==> config.mk <==
export PLATFORM = sky130hd
export DESIGN_NAME = alu_op_sequencer
export DESIGN_NICKNAME = d
export VERILOG_FILES = /design/src/rtl/alu_op_sequencer.sv
export SDC_FILE = /design/constraint.sdc
export NUM_CORES = 1
export LEC_CHECK = 0
export CAP_MARGIN = 20
export CELL_PAD_IN_SITES_DETAIL_PLACEMENT = 0
export CELL_PAD_IN_SITES_GLOBAL_PLACEMENT = 1
export CORE_ASPECT_RATIO = 0.8
export CORE_MARGIN = 5
export CORE_UTILIZATION = 25
export DETAILED_ROUTE_END_ITERATION = 12
export PLACE_DENSITY = 0.59
export SYNTH_ARGS = -nofsm -noshare
export SYNTH_HDL_FRONTEND = slang
export SYNTH_SLANG_ARGS = --single-unit
==> constraint.sdc <==
create_clock -name clk -period 5 [get_ports clk]
set_clock_uncertainty 0.05 [all_clocks]
set_input_delay 1 -clock clk [delete_from_list [all_inputs] [get_ports clk]]
set_output_delay 1 -clock clk [all_outputs]
set_load 0.005 [all_outputs]
==> src/rtl/alu_op_sequencer.sv <==
// Sequencer that owns a shared combinational ALU: single ops issue once, MUL is
// run as an iterative shift-add that reuses the ALU adder one step per cycle.
module alu_op_sequencer #(
  parameter int XLEN       = 32,
  parameter bit EARLY_EXIT = 1'b1
) (
  input  logic            clk,
  input  logic            rst,
  input  logic            req_valid,
  output logic            req_ready,
  input  logic [2:0]      req_op,
  input  logic [XLEN-1:0] req_a,
  input  logic [XLEN-1:0] req_b,
  output logic            resp_valid,
  input  logic            resp_ready,
  output logic [XLEN-1:0] resp_result,
  output logic            resp_zero,
  output logic            resp_err,
  output logic [XLEN-1:0] alu_a,
  output logic [XLEN-1:0] alu_b,
  output logic [3:0]      alu_ctrl,
  input  logic [XLEN-1:0] alu_result
);

  localparam int CW = (XLEN > 1) ? $clog2(XLEN) : 1;

  localparam logic [3:0] CTRL_AND = 4'b0000;
  localparam logic [3:0] CTRL_OR  = 4'b0001;
  localparam logic [3:0] CTRL_ADD = 4'b0010;
  localparam logic [3:0] CTRL_SUB = 4'b0110;
  localparam logic [3:0] CTRL_SLT = 4'b0111;

  localparam logic [2:0] OP_MUL = 3'b101;

  typedef enum logic [1:0] {S_IDLE, S_EXEC, S_MUL, S_DONE} state_t;

  state_t          state_q;
  logic            req_ready_q, resp_valid_q, resp_zero_q, resp_err_q;
  logic [XLEN-1:0] resp_result_q;
  // In MUL the ALU operand registers double as accumulator and multiplicand.
  logic [XLEN-1:0] alu_a_q, alu_b_q;
  logic [3:0]      alu_ctrl_q;
  logic [XLEN-1:0] mplier_q;
  logic [CW-1:0]   cnt_q;

  logic [XLEN-1:0] acc_d, mcand_d, mplier_d;
  logic [CW-1:0]   cnt_d;
  logic            mul_last;

  function automatic logic [3:0] ctrl_of(input logic [2:0] op);
    case (op)
      3'b000:  ctrl_of = CTRL_AND;
      3'b001:  ctrl_of = CTRL_OR;
      3'b010:  ctrl_of = CTRL_ADD;
      3'b011:  ctrl_of = CTRL_SUB;
      3'b100:  ctrl_of = CTRL_SLT;
      default: ctrl_of = CTRL_AND;
    endcase
  endfunction

  always_comb begin
    acc_d    = mplier_q[0] ? alu_result : alu_a_q;
    mcand_d  = alu_b_q << 1;
    mplier_d = mplier_q >> 1;
    cnt_d    = cnt_q + 1'b1;
    mul_last = (cnt_q == CW'(XLEN-1)) || (EARLY_EXIT && (mplier_d == '0));
  end

  always_ff @(posedge clk or posedge rst) begin
    if (rst) begin
      state_q       <= S_IDLE;
      req_ready_q   <= 1'b1;
      resp_valid_q  <= 1'b0;
      resp_result_q <= '0;
      resp_zero_q   <= 1'b0;
      resp_err_q    <= 1'b0;
      alu_a_q       <= '0;
      alu_b_q       <= '0;
      alu_ctrl_q    <= CTRL_AND;
      mplier_q      <= '0;
      cnt_q         <= '0;
    end else begin
      case (state_q)
        S_IDLE: begin
          if (req_valid) begin
            req_ready_q <= 1'b0;
            if (req_op < OP_MUL) begin
              alu_a_q    <= req_a;
              alu_b_q    <= req_b;
              alu_ctrl_q <= ctrl_of(req_op);
              state_q    <= S_EXEC;
            end else if (req_op == OP_MUL) begin
              alu_a_q    <= '0;
              alu_b_q    <= req_a;
              alu_ctrl_q <= CTRL_ADD;
              mplier_q   <= req_b;
              cnt_q      <= '0;
              state_q    <= S_MUL;
            end else begin
              resp_result_q <= '0;
              resp_zero_q   <= 1'b1;
              resp_err_q    <= 1'b1;
              resp_valid_q  <= 1'b1;
              state_q       <= S_DONE;
            end
          end
        end
        S_EXEC: begin
          resp_result_q <= alu_result;
          resp_zero_q   <= (alu_result == '0);
          resp_err_q    <= 1'b0;
          resp_valid_q  <= 1'b1;
          alu_a_q       <= '0;
          alu_b_q       <= '0;
          alu_ctrl_q    <= CTRL_AND;
          state_q       <= S_DONE;
        end
        S_MUL: begin
          if (mul_last) begin
            resp_result_q <= acc_d;
            resp_zero_q   <= (acc_d == '0);
            resp_err_q    <= 1'b0;
            resp_valid_q  <= 1'b1;
            alu_a_q       <= '0;
            alu_b_q       <= '0;
            alu_ctrl_q    <= CTRL_AND;
            state_q       <= S_DONE;
          end else begin
            alu_a_q  <= acc_d;
            alu_b_q  <= mcand_d;
            mplier_q <= mplier_d;
            cnt_q    <= cnt_d;
          end
        end
        S_DONE: begin
          if (resp_ready) begin
            resp_valid_q <= 1'b0;
            req_ready_q  <= 1'b1;
            state_q      <= S_IDLE;
          end
        end
        default: state_q <= S_IDLE;
      endcase
    end
  end

  assign req_ready   = req_ready_q;
  assign resp_valid  = resp_valid_q;
  assign resp_result = resp_result_q;
  assign resp_zero   = resp_zero_q;
  assign resp_err    = resp_err_q;
  assign alu_a       = alu_a_q;
  assign alu_b       = alu_b_q;
  assign alu_ctrl    = alu_ctrl_q;

endmodule

# --- Word level (Yosys, flattened, before mapping) ---
# Cells that the tools add are included.
word_totals:
  in_bits: 103
  out_inout_bits: 104
  regBits: 143
  word_cells: 96
classes:
  add_sub_neg: 1
  n_eq_ne: 17
  n_lt_le_gt_ge: 1
  n_reduce_logical: 15
  n_mux: 51
ops:
  columns: ["operator", "n"]
  rows:
  - ["two-way mux 32 bit", 17]
  - ["one-hot mux 32 bit (3 select lines)", 3]
  - ["zero test 32 bit", 3]
  - ["one-hot mux 32 bit (2 select lines)", 1]
  - ["two-way mux 5 bit", 4]
  - ["two-way mux 4 bit", 4]
  - ["AND reduction 5 bit", 3]
  - ["!= test 2 bit, second input constant", 7]
  - ["one-hot mux 3 bit (4 select lines)", 1]
  - ["one-hot mux 4 bit (3 select lines)", 1]
  - ["two-way mux 1 bit", 10]
  - ["one-hot mux 5 bit (2 select lines)", 1]
  - ["AND reduction 3 bit", 3]
  - ["two-way mux 2 bit", 4]
  - ["one-hot mux 2 bit (4 select lines)", 1]
  - ["equality test 3 x 2 -> 1 bit, second input constant", 2]
  - ["equality test 3 bit, second input constant", 2]
  - ["one-hot mux 1 bit (3 select lines)", 2]
  - ["adder 5 x 1 -> 5 bit, second input constant", 1]
  - ["equality test 5 bit, second input constant", 1]
  - ["equality test 2 bit, second input constant", 2]
  - ["one-hot mux 1 bit (4 select lines)", 1]
  - ["AND reduction 4 bit", 1]
  - ["nonzero test 2 bit", 2]
  - ["8 further kinds", 8]

# --- Longest topological paths before layout ---
# Gate-level depths: netlist of the first run.
depth:
  ltp_word: 5
  ltp_mapped: 9
  ltp_nobuf: 7

# --- Least setup slack after synthesis of the first run ---
# OpenSTA, ideal clock, no wires.
synth_timing:
  path_kind: "input port to flip-flop"
  startpoint: "input req_op[1]"
  endpoint: "register alu_b_q[10], in the netlist alu_b[10]"
  path_stages: 7
  setup_time_ps: 137
  n_path_buf: 2
  setup_slack_ps: 2600
  arrival_time_ps: 2213
  cell_sequence: "buf_2 -> o21ai_1 -> buf_2 -> mux2i_1 -> nor2_1 -> a31oi_1 -> a21oi_1"
synth_between:
  elab_chain_len: 4
  elab_cells_between_ends: 7
  classes_between: "order compare: 1; eq/ne: 2; mux: 3; reduce/logical: 1"
synth_lines:
  columns: ["element", "line_no", "source"]
  rows:
  - ["start, declared", "11", "input logic [2:0] req_op,"]
  - ["< comparator 3 bit", "87", "if (req_op < OP_MUL) begin"]
  - ["two-way mux 32 bit", "87", null]
  - ["two-way mux 32 bit", "85", "if (req_valid) begin"]
  - ["one-hot mux 32 bit (3 select lines)", "83", "case (state_q)"]
  - ["end signal, assigned", "89", "alu_b_q <= req_b;"]
  - ["end signal, assigned", "94", "alu_b_q <= req_a;"]
  - ["end signal, assigned", "130", "alu_b_q <= mcand_d;"]
  - ["end, declared", "41", "logic [XLEN-1:0] alu_a_q, alu_b_q;"]
# Parallel ways exist; a longest one is shown, timed or not. The select of a mux whose other input is x is not followed.
# A chain may end at the register's enable or synchronous reset.

# --- Worst setup path in the final report of the first run ---
layout_timing:
  startpoint: "input req_op[1]"
  endpoint: "register alu_b_q[0], in the netlist alu_b[0]"
# The elaborated chain is that of the path after synthesis.

==> results.yml, run 1 <==
die:
  die_y_um: 166
  placeableCoreArea_um2: 30200
  die_w_um: 205
  die_area_um2: 34200
  num_rows: 57
  initial_utilization_pct: 25.2
  ios: 207
clock_tree:
  cts_setup_buffers: 0
  cts-root-buf: "clkbuf_16"
  cts_buffer_depth: 2
  cts_htree_levels: 4
  numClockSinks: 142
  numCtsBuffers: 17
  postCtsHoldBufs: 0
  worstSkewPairLatency_ns: 0.43
  clkTransAtPathRegs_ns: 0.07
  ctsResizeCount: 0
  cts_tree: "built"
critical_path:
  worstPathRequired_ns: 5.27
  crit_type: "input port to flip-flop"
  arrival_ns: 3.49
  end_kind: "flip-flop"
  worstSetupStartpointType: "input port"
  cp_max_fo: 77
  ff2ff_setup_slack_ns: 1.83
route:
  wl_met2_mm: 12.8
  wl_per_cell_um: 22.4
  wl_met1_mm: 15.7
  dr_wl_met3_mm: 2.02
  vias: 7000
  drtIter0Drc: 502
  avgViaCountPerCell: 5.09
  antenna_left: 0
  top_layer: "met5"
  drc_errors: 0
  drt_first_pass_iters: 5
  wl_mm: 30.8
timing:
  min_period_ns: 3.23
  setup_viol: 0
  final.setup.worst_slack_ns: 1.77
  slew_headroom_pct: 28.9
  timing.fmax_ghz: 0.310
  tns_ns: 0
  hold_viol_final: 0
  rsz0062_at_grt: "no"
  drv_slew: 0
  period_share_pct: 64.5
  worst_pin_slew_ns: 1.07
layout:
  nets: 1059
  nFillCells: 3107
  drive_above_1_share_pct: 7.48
  design_area_um2: 10700
  final_util_pct: 35.3
  antenna_cells: 0
  area_delta_synth_final_pct: 39.9
synth:
  ys_seq_elements: 142
  synth_nets: 890
  synth.avg_cell_area_um2: 9.79
  synth_most_common_cell: "dfrtp_1"
  syn_inst: 780
  synth_cell_type_count: 54
  synth_top_area_share_pct: 46.2
  synth_commonest_cells: "dfrtp_1 (141), nor2_1 (96), mux2i_1 (80), a21oi_1 (67), o22ai_1 (32)"
  yosysSeqAreaShare_pct: 46.6
  synth_top_area_cell: "dfrtp_1"
  synth.area.top_cells: "dfrtp_1 (46%), mux2i_1 (10%), nor2_1 (4.7%)"
  synthArstFlopShare_pct: 100
  synth_edf_count: 0
  ys_warn_count: 0
  synth_flop_cell: "dfrtp_1"
  syn-cell-area_um2: 7630
power_and_ir_drop:
  p_sw_share_pct: 41.6
  pwr-share-clk_pct: 18.6
  p_comb_share_pct: 52.7
  power_density_nw_per_um2: 702
  finalPower_uw: 7490
  p_int_uw: 4370
  leakage_uw: 0.00453
  p_sw_uw: 3120
  peakVddDrop_mv: 0.394
  seqPwrFrac_pct: 28.7
run:
  maxCapViolations: 0
place:
  gp_congestion: 0.793
  hpwl_mm: 22.6
  dpl_worst_slack_ns: 1.37
  placed_area_um2: 10000
  numPortBuffers: 205
global_routing:
  grt_pass1_wl_mm: 45.7
  antenna_found_initial: 3
  grt_max_degree: 95
  grtUsageTotal_pct: 17.6
  grt_pass1_vias: 6886
  grt.overflow.total: 0
hold_path:
  min_path_type: "flip-flop to flip-flop"
status:
  status: "finished, final reports clean"
worst paths after layout:
kind                                 start             end  cells after the start
min in group asynchronous              rst        resp_err                      2
worst min register to register   req_ready       req_ready                      2
max in group asynchronous              rst       alu_b[22]                      3
worst max register to register  state_q[1]  resp_result[5]                      7
worst max-delay path             req_op[1]        alu_b[0]                      6
worst min-delay path             req_ready       req_ready                      2
layer usage:
layer	global-route usage, %	vias to the layer above
met2	24.4	281
met1	27.5	3456
met5	0	-
li1	-	3240
met3	4.30	21
met4	3.26	2
worst max-delay path, cell delays in order:
cell,delay [ns]
clkdlybuf4s50_1,0.62
nand2_1,0.22
nand3_1,0.14
nand2_4,0.59
buf_4,0.47
mux2_2,0.37
layout make-up:
class	count	area [µm²]	area share [%]
repair buffers	217	2150	20.2
inverters	31	121	1.14
clock buffers	19	443	4.15
flip-flops and latches	142	3550	33.3
multi-input cells	540	3700	34.7
well taps	413	517	4.84
clock inverters	13	188	1.76
power by group through the flow:
stage | combinational [µW] | sequential (µW) | clock [µW]
6_report | 3950 | 2150 | 1390
5_1_grt | 4320 | 2220 | 1470
4_1_cts | 3990 | 2150 | 1420
3_5_place_dp | 3980 | 2160 | 0
3_3_place_gp | 3930 | 2160 | 0
2_1_floorplan | 2550 | 2030 | 0
sequential cells by signal, indices dropped and copies added (netlist names), 2 cells and up:
register and count:
cnt_q 5, alu_a 32, resp_result 32, alu_ctrl 3, alu_b 32, mplier_q 32, state_q 2
cell families (layout without fill, tap and decap cells):
family	Yosys count	in the layout	synth area share, %
multiplexers	95	95	13.0
XOR/XNOR	1	1	0.115
adder cells (fa/ha/maj)	7	7	1.15
flip-flops	142	142	46.6
buffers and inverters	98	280	5.56
AND/OR/NAND/NOR	200	200	12.4
other	1	1	0.0491
AO/OA/AOI/OAI	236	236	21.2
per-stage QoR:
step,hold slack [ns],std cells
after floorplan,0.415,780
after global routing,0.465,1375
final,0.449,1375
after global placement,0.435,1343
after detailed placement,0.443,1343
after CTS,0.453,1375
cells in the final DEF (no fill, tap or decap), types with 29 or more instances in the layout:
cell type	synthesis	final
clkdlybuf4s50_1	0	205
a2bb2oi_1	31	31
mux2i_1	80	80
dfrtp_1	141	141
o22ai_1	32	32
inv_1	31	30
a31oi_1	31	31
a21oi_1	67	66
nor2_1	96	95
nand2_1	30	29
Note: power is estimated with default switching activity, not from simulation.
==> run 2: changes to the inputs <==
- PLACE_DENSITY: 0.59 -> 0.56
- clock period: 5 -> 3.05 ns (I/O delays scaled with it)
==> run 2 against run 1 <==
  * Final cell count grew 1.4%
  * Utilization increased by 0.54 points
  * Worst setup slack worse by 1.2 ns
  * Combinational power is 67% higher
  * Largest cell class unchanged
  * Critical path type is now flip-flop to flip-flop
  * Flip-flop and latch count stayed put
  * Sequential power increased by 66%
==> results.yml, run 2 (synthesis results as in run 1) <==
route:
  wl_per_cell_um: 22.0
  drc_errors: 0
  drtIter0Drc: 453
  vias: 6886
  wl_mm: 30.7
  avgViaCountPerCell: 4.94
  antenna_left: 0
  drt_first_pass_iters: 4
clock_tree:
  ctsResizeCount: 0
  clkTransAtPathRegs_ns: 0.06
  numClockSinks: 142
  cts_htree_levels: 4
  cts_tree: "built"
  worstSkewPairLatency_ns: 0.42
  cts_buffer_depth: 2
  cts-root-buf: "clkbuf_16"
  numCtsBuffers: 17
  cts_setup_buffers: 0
  postCtsHoldBufs: 0
timing:
  setup_viol: 0
  period_share_pct: 81.9
  timing.fmax_ghz: 0.400
  drv_slew: 0
  hold_viol_final: 0
  fin_hold_ws_ns: 0.457
  final.setup.worst_slack_ns: 0.552
  slew_headroom_pct: 40.2
  min_period_ns: 2.50
  tns_ns: 0
  rsz0062_at_grt: "no"
  worst_pin_slew_ns: 0.897
critical_path:
  arrival_ns: 2.79
  critPathSlowestCell: "dfrtp_1"
  r2r-start: "cnt_q[0]"
  crit_type: "flip-flop to flip-flop"
  path_cells: "ha_1, and3_1, ha_1, a211o_1, nand2_4, buf_4, mux2i_1"
  crit_path_max_incr_delay_ns: 0.41
  worstPathRequired_ns: 3.34
  cp_max_fo: 23
  worstSetupStartpointType: "flip-flop"
  critPathLaunch: "cnt_q[0]"
  path_common_cell: "ha_1"
  end_kind: "flip-flop"
run:
  maxCapViolations: 0
layout:
  nFillCells: 3138
  final_cell_mix: "clkdlybuf4s50_1 (205), dfrtp_1 (141), nor2_1 (95)"
  drive_above_1_share_pct: 9.18
  area_delta_synth_final_pct: 42.0
  nets: 1078
  final_common_cell: "clkdlybuf4s50_1"
place:
  dpl_worst_slack_ns: 0.413
  numPortBuffers: 205
  gp_congestion: 0.809
  hpwl_mm: 23.4
die:
  num_rows: 57
  placeableCoreArea_um2: 30200
  die_area_um2: 34200
  die_w_um: 205
  die_y_um: 166
  initial_utilization_pct: 25.2
  ios: 207
hold_path:
  hp-start: "resp_result[20]"
  min_path_type: "flip-flop to flip-flop"
global_routing:
  grtUsageTotal_pct: 17.6
  grt.overflow.total: 0
  use_met2_pct: 24.6
  grt_pass1_wl_mm: 45.9
  grt_pass1_vias: 7025
  grt.busiest_layer: "met1"
  met1_usage_pct: 27.6
  grt_max_degree: 68
  grtUsageMet3_pct: 4.37
  antenna_found_initial: 2
power_and_ir_drop:
  peakVddDrop_mv: 0.472
  power_density_nw_per_um2: 1140
  leakage_uw: 0.00463
status:
  status: "finished, final reports clean"
run 2: cell types whose count changed in the layout (fill, tap and decap cells not counted):
cell	previous run	this run
buf_4	11	27
buf_12	1	4
clkinv_2	2	5
inv_6	3	0
clkinv_4	2	1
diode_2	0	1
run 2: worst max-delay path, delay by kind of cell (launching register included):
| kind | cells | cell delay (ns) |
|---|---|---|
| AND/OR/NAND/NOR | 2 | 0.57 |
| adder cells (fa/ha/maj) | 2 | 0.49 |
| flip-flops | 1 | 0.41 |
| AO/OA/AOI/OAI | 1 | 0.39 |
| buffers and inverters | 1 | 0.27 |
| multiplexers | 1 | 0.20 |
run 2: routing by layer:
metal / vias to the layer above / share of wire (%)
li1: 3265 / -
met1: 3386 / 53
met4: 2 / 0.69
met2: 217 / 40
met3: 16 / 6.1
met5: - / 0.065
run 2: where the power goes:
| group | internal, µW | total, µW | switching [µW] | leakage (µW) |
|---|---|---|---|---|
| sequential | 2750 | 3570 | 816 | 0.00174 |
| clock | 1380 | 2220 | 840 | 0.000298 |
| combinational | 3180 | 6600 | 3430 | 0.00259 |
run 2: layout make-up:
class,instances,area [µm²],area share (%)
multi-input cells,540,3700,34.1
flip-flops and latches,142,3550,32.8
repair buffers,236,2330,21.5
well taps,413,517,4.77
clock buffers,19,443,4.08
clock inverters,12,169,1.56
inverters,31,120,1.11
diodes,1,2.50,0.0231
run 2: path summary, 6_finish.rpt:
check	slack, ns	depth (start not counted)	end
worst min register to register	0.46	1	resp_result[20]
worst max register to register	0.55	7	resp_result[14]
max in group asynchronous	1.69	3	mplier_q[21]
worst max-delay path	0.55	7	resp_result[14]
worst min-delay path	0.46	1	resp_result[20]
min in group asynchronous	0.52	2	alu_a[1]
run 2: metrics by stage:
stage                     area (µm²)  std cells  utilization [%]  total power [µW]
final                          10800       1394             35.9             12400
after global routing           10800       1393             35.8             13300
after CTS                      10800       1393             35.8             12500
after detailed placement       10200       1362             33.8             10200
after global placement         10200       1362             33.8             10200
after floorplan                 7640        780                -              7510
==> run 3: changes to the inputs <==
- PLACE_DENSITY: 0.56 -> 0.59
- clock period: 3.05 -> 2 ns (I/O delays scaled with it)
==> run 3 against run 2 <==
  * The flow now finishes with violations (negative setup slack)
  * Register-to-register slack worse by 0.57 ns
  * Clock-buffer cell count is 1 higher
  * Global-route usage is 0.53 points higher
  * Maximum frequency is 24% higher
  * Sequential power is 51% higher
  * Critical path depth stayed put
  * First-iteration DRC count is 10% lower
  * Sequential share of layout area is 3.7 points lower
  * Cell area is 13% higher
  * Worst setup slack worse by 0.57 ns
  * Non-clock buffer count is 101 higher
  * Critical path type unchanged
  * Largest power group unchanged
==> results.yml, run 3 (synthesis results as in run 1) <==
power_and_ir_drop:
  peakVddDrop_mv: 1.10
  p_sw_uw: 8650
  p_int_uw: 13000
  p_comb_share_pct: 59.4
  pwr-share-clk_pct: 15.6
  seqPwrFrac_pct: 25.0
  power_density_nw_per_um2: 1770
  p_sw_share_pct: 40.0
  leakage_uw: 0.00530
critical_path:
  cp_max_fo: 8
  arrival_ns: 2.27
  r2r-start: "mplier_q[20]"
  critPathSlowestCell: "dfrtp_1"
  crit_type: "flip-flop to flip-flop"
  critPathCapture: "alu_a[30]"
  ff2ff_setup_slack_ns: -0.02
  end_kind: "flip-flop"
  worstSetupStartpointType: "flip-flop"
  path_common_cell: "and4_4"
  rr_endpoint: "alu_a[30]"
  critPathLaunch: "mplier_q[20]"
  path_cells: "nor4_4, and4_4, buf_6, a21oi_4, buf_12, and4_4, a221o_1"
  crit_path_max_incr_delay_ns: 0.41
  worstPathRequired_ns: 2.25
  rr_worst_depth: 7
route:
  wl_mm: 32.7
  drc_errors: 0
  antenna_left: 0
  top_layer: "met5"
  avgViaCountPerCell: 4.94
  drt_first_pass_iters: 5
  wl_met2_mm: 14.1
  wl_met1_mm: 15.6
  drtIter0Drc: 406
  vias: 7405
  wl_per_cell_um: 21.8
  dr_wl_met3_mm: 2.41
status:
  violations: "negative setup slack"
  status: "finished with violations"
clock_tree:
  cts_buffer_depth: 2
  numCtsBuffers: 17
  clkTransAtPathRegs_ns: 0.07
  cts_tree: "built"
  cts-root-buf: "clkbuf_16"
  numClockSinks: 142
  worstSkewPairLatency_ns: 0.43
  cts_htree_levels: 4
timing:
  drv_slew: 0
  period_share_pct: 101
  setup_viol: 4
  timing.fmax_ghz: 0.495
  min_period_ns: 2.02
  final.setup.worst_slack_ns: -0.0184
  hold_viol_final: 0
  rsz0062_at_grt: "yes"
layout:
  final_cell_mix: "clkdlybuf4s50_1 (205), dfrtp_1 (140), buf_4 (98)"
  fin_cells: 1500
  drive_above_1_share_pct: 21.1
  final_common_cell: "clkdlybuf4s50_1"
  nets: 1184
  area_delta_synth_final_pct: 60.3
  nFillCells: 3032
  final_util_pct: 40.5
die:
  num_rows: 57
  ios: 207
  die_area_um2: 34200
  placeableCoreArea_um2: 30200
  die_w_um: 205
  die_y_um: 166
  initial_utilization_pct: 25.2
place:
  hpwl_mm: 23.9
  gp_congestion: 0.817
  numPortBuffers: 205
  placed_cells: 1449
run:
  maxCapViolations: 0
global_routing:
  grt.overflow.total: 0
  grt_pass1_wl_mm: 47.1
  grtUsageTotal_pct: 18.1
  grt_pass1_vias: 7479
  antenna_found_initial: 5
  grt_max_degree: 56
hold_path:
  min_path_type: "input port to async pin"
## run 3: cell count changes in the layout (fill, tap and decap cells not counted), sizes merged
| cell | previous run | this run |
|---|---|---|
| clkbuf | 19 | 25 |
| nand2 | 31 | 34 |
| clkinvlp | 3 | 4 |
| buf | 31 | 127 |
| clkinv | 6 | 4 |
| and4 | 3 | 5 |
## run 3: cell type report
| cell class | instances | area, µm² | share of cell area, % |
|---|---|---|---|
| diodes | 1 | 2.50 | 0.0205 |
| clock buffers | 20 | 447 | 3.65 |
| clock inverters | 11 | 166 | 1.36 |
| inverters | 31 | 120 | 0.982 |
| multi-input cells | 545 | 4020 | 32.9 |
| flip-flops and latches | 142 | 3560 | 29.1 |
| well taps | 413 | 517 | 4.22 |
| repair buffers | 337 | 3400 | 27.8 |
## run 3: routing by layer
metal	vias up	GRT usage, %
met3	31	5.45
met5	-	0
met4	2	3.61
li1	3495	-
met2	258	26.5
met1	3619	26.5
## run 3: repair_timing
action | in CTS | in global routing
endpoints found under the setup margin | 112 | 115
resized for setup | 20 | 47
pin swaps | 11 | 17
buffers inserted | 1 | 7
cloned | 2 | 9
hold buffers | 0 | 0
## run 3: worst min-delay path by stage
stage / endpoint / slack (ns)
detailed placement: cnt_q[3] / 0.44
global route: alu_a[5] / 0.39
floorplan: cnt_q[3] / 0.42
finish: alu_a[5] / 0.38
global placement: cnt_q[3] / 0.44
CTS: alu_a[5] / 0.38
## run 3: per-stage QoR
stage	hold WS (ns)	area (µm²)	power, µW	TNS, ns	setup slack, ns
floorplan	0.415	7660	11500	-31.90	-0.226
global placement	0.442	11000	16800	-23.79	-0.388
detailed placement	0.441	11000	16900	-24.00	-0.394
CTS	0.377	11800	20700	-0.228	-0.0323
global route	0.394	12200	23200	-3.01	-0.0903
finish	0.382	12200	21600	-0.0400	-0.0184
## run 3: power by group through the flow
stage / clock network [µW] / logic, µW / registers [µW]
after floorplan: 0 / 6440 / 5090
after detailed placement: 0 / 11500 / 5350
after CTS: 3450 / 11900 / 5340
final: 3380 / 12900 / 5400
after global routing: 3570 / 14000 / 5580
after global placement: 0 / 11400 / 5360
## run 3: critical path, delay by kind of cell (launching register included)
| kind | cells | cell delay [ns] |
|---|---|---|
| flops | 1 | 0.41 |
| buf+inv | 2 | 0.26 |
| simple gates | 3 | 0.80 |
| compound gates | 2 | 0.38 |
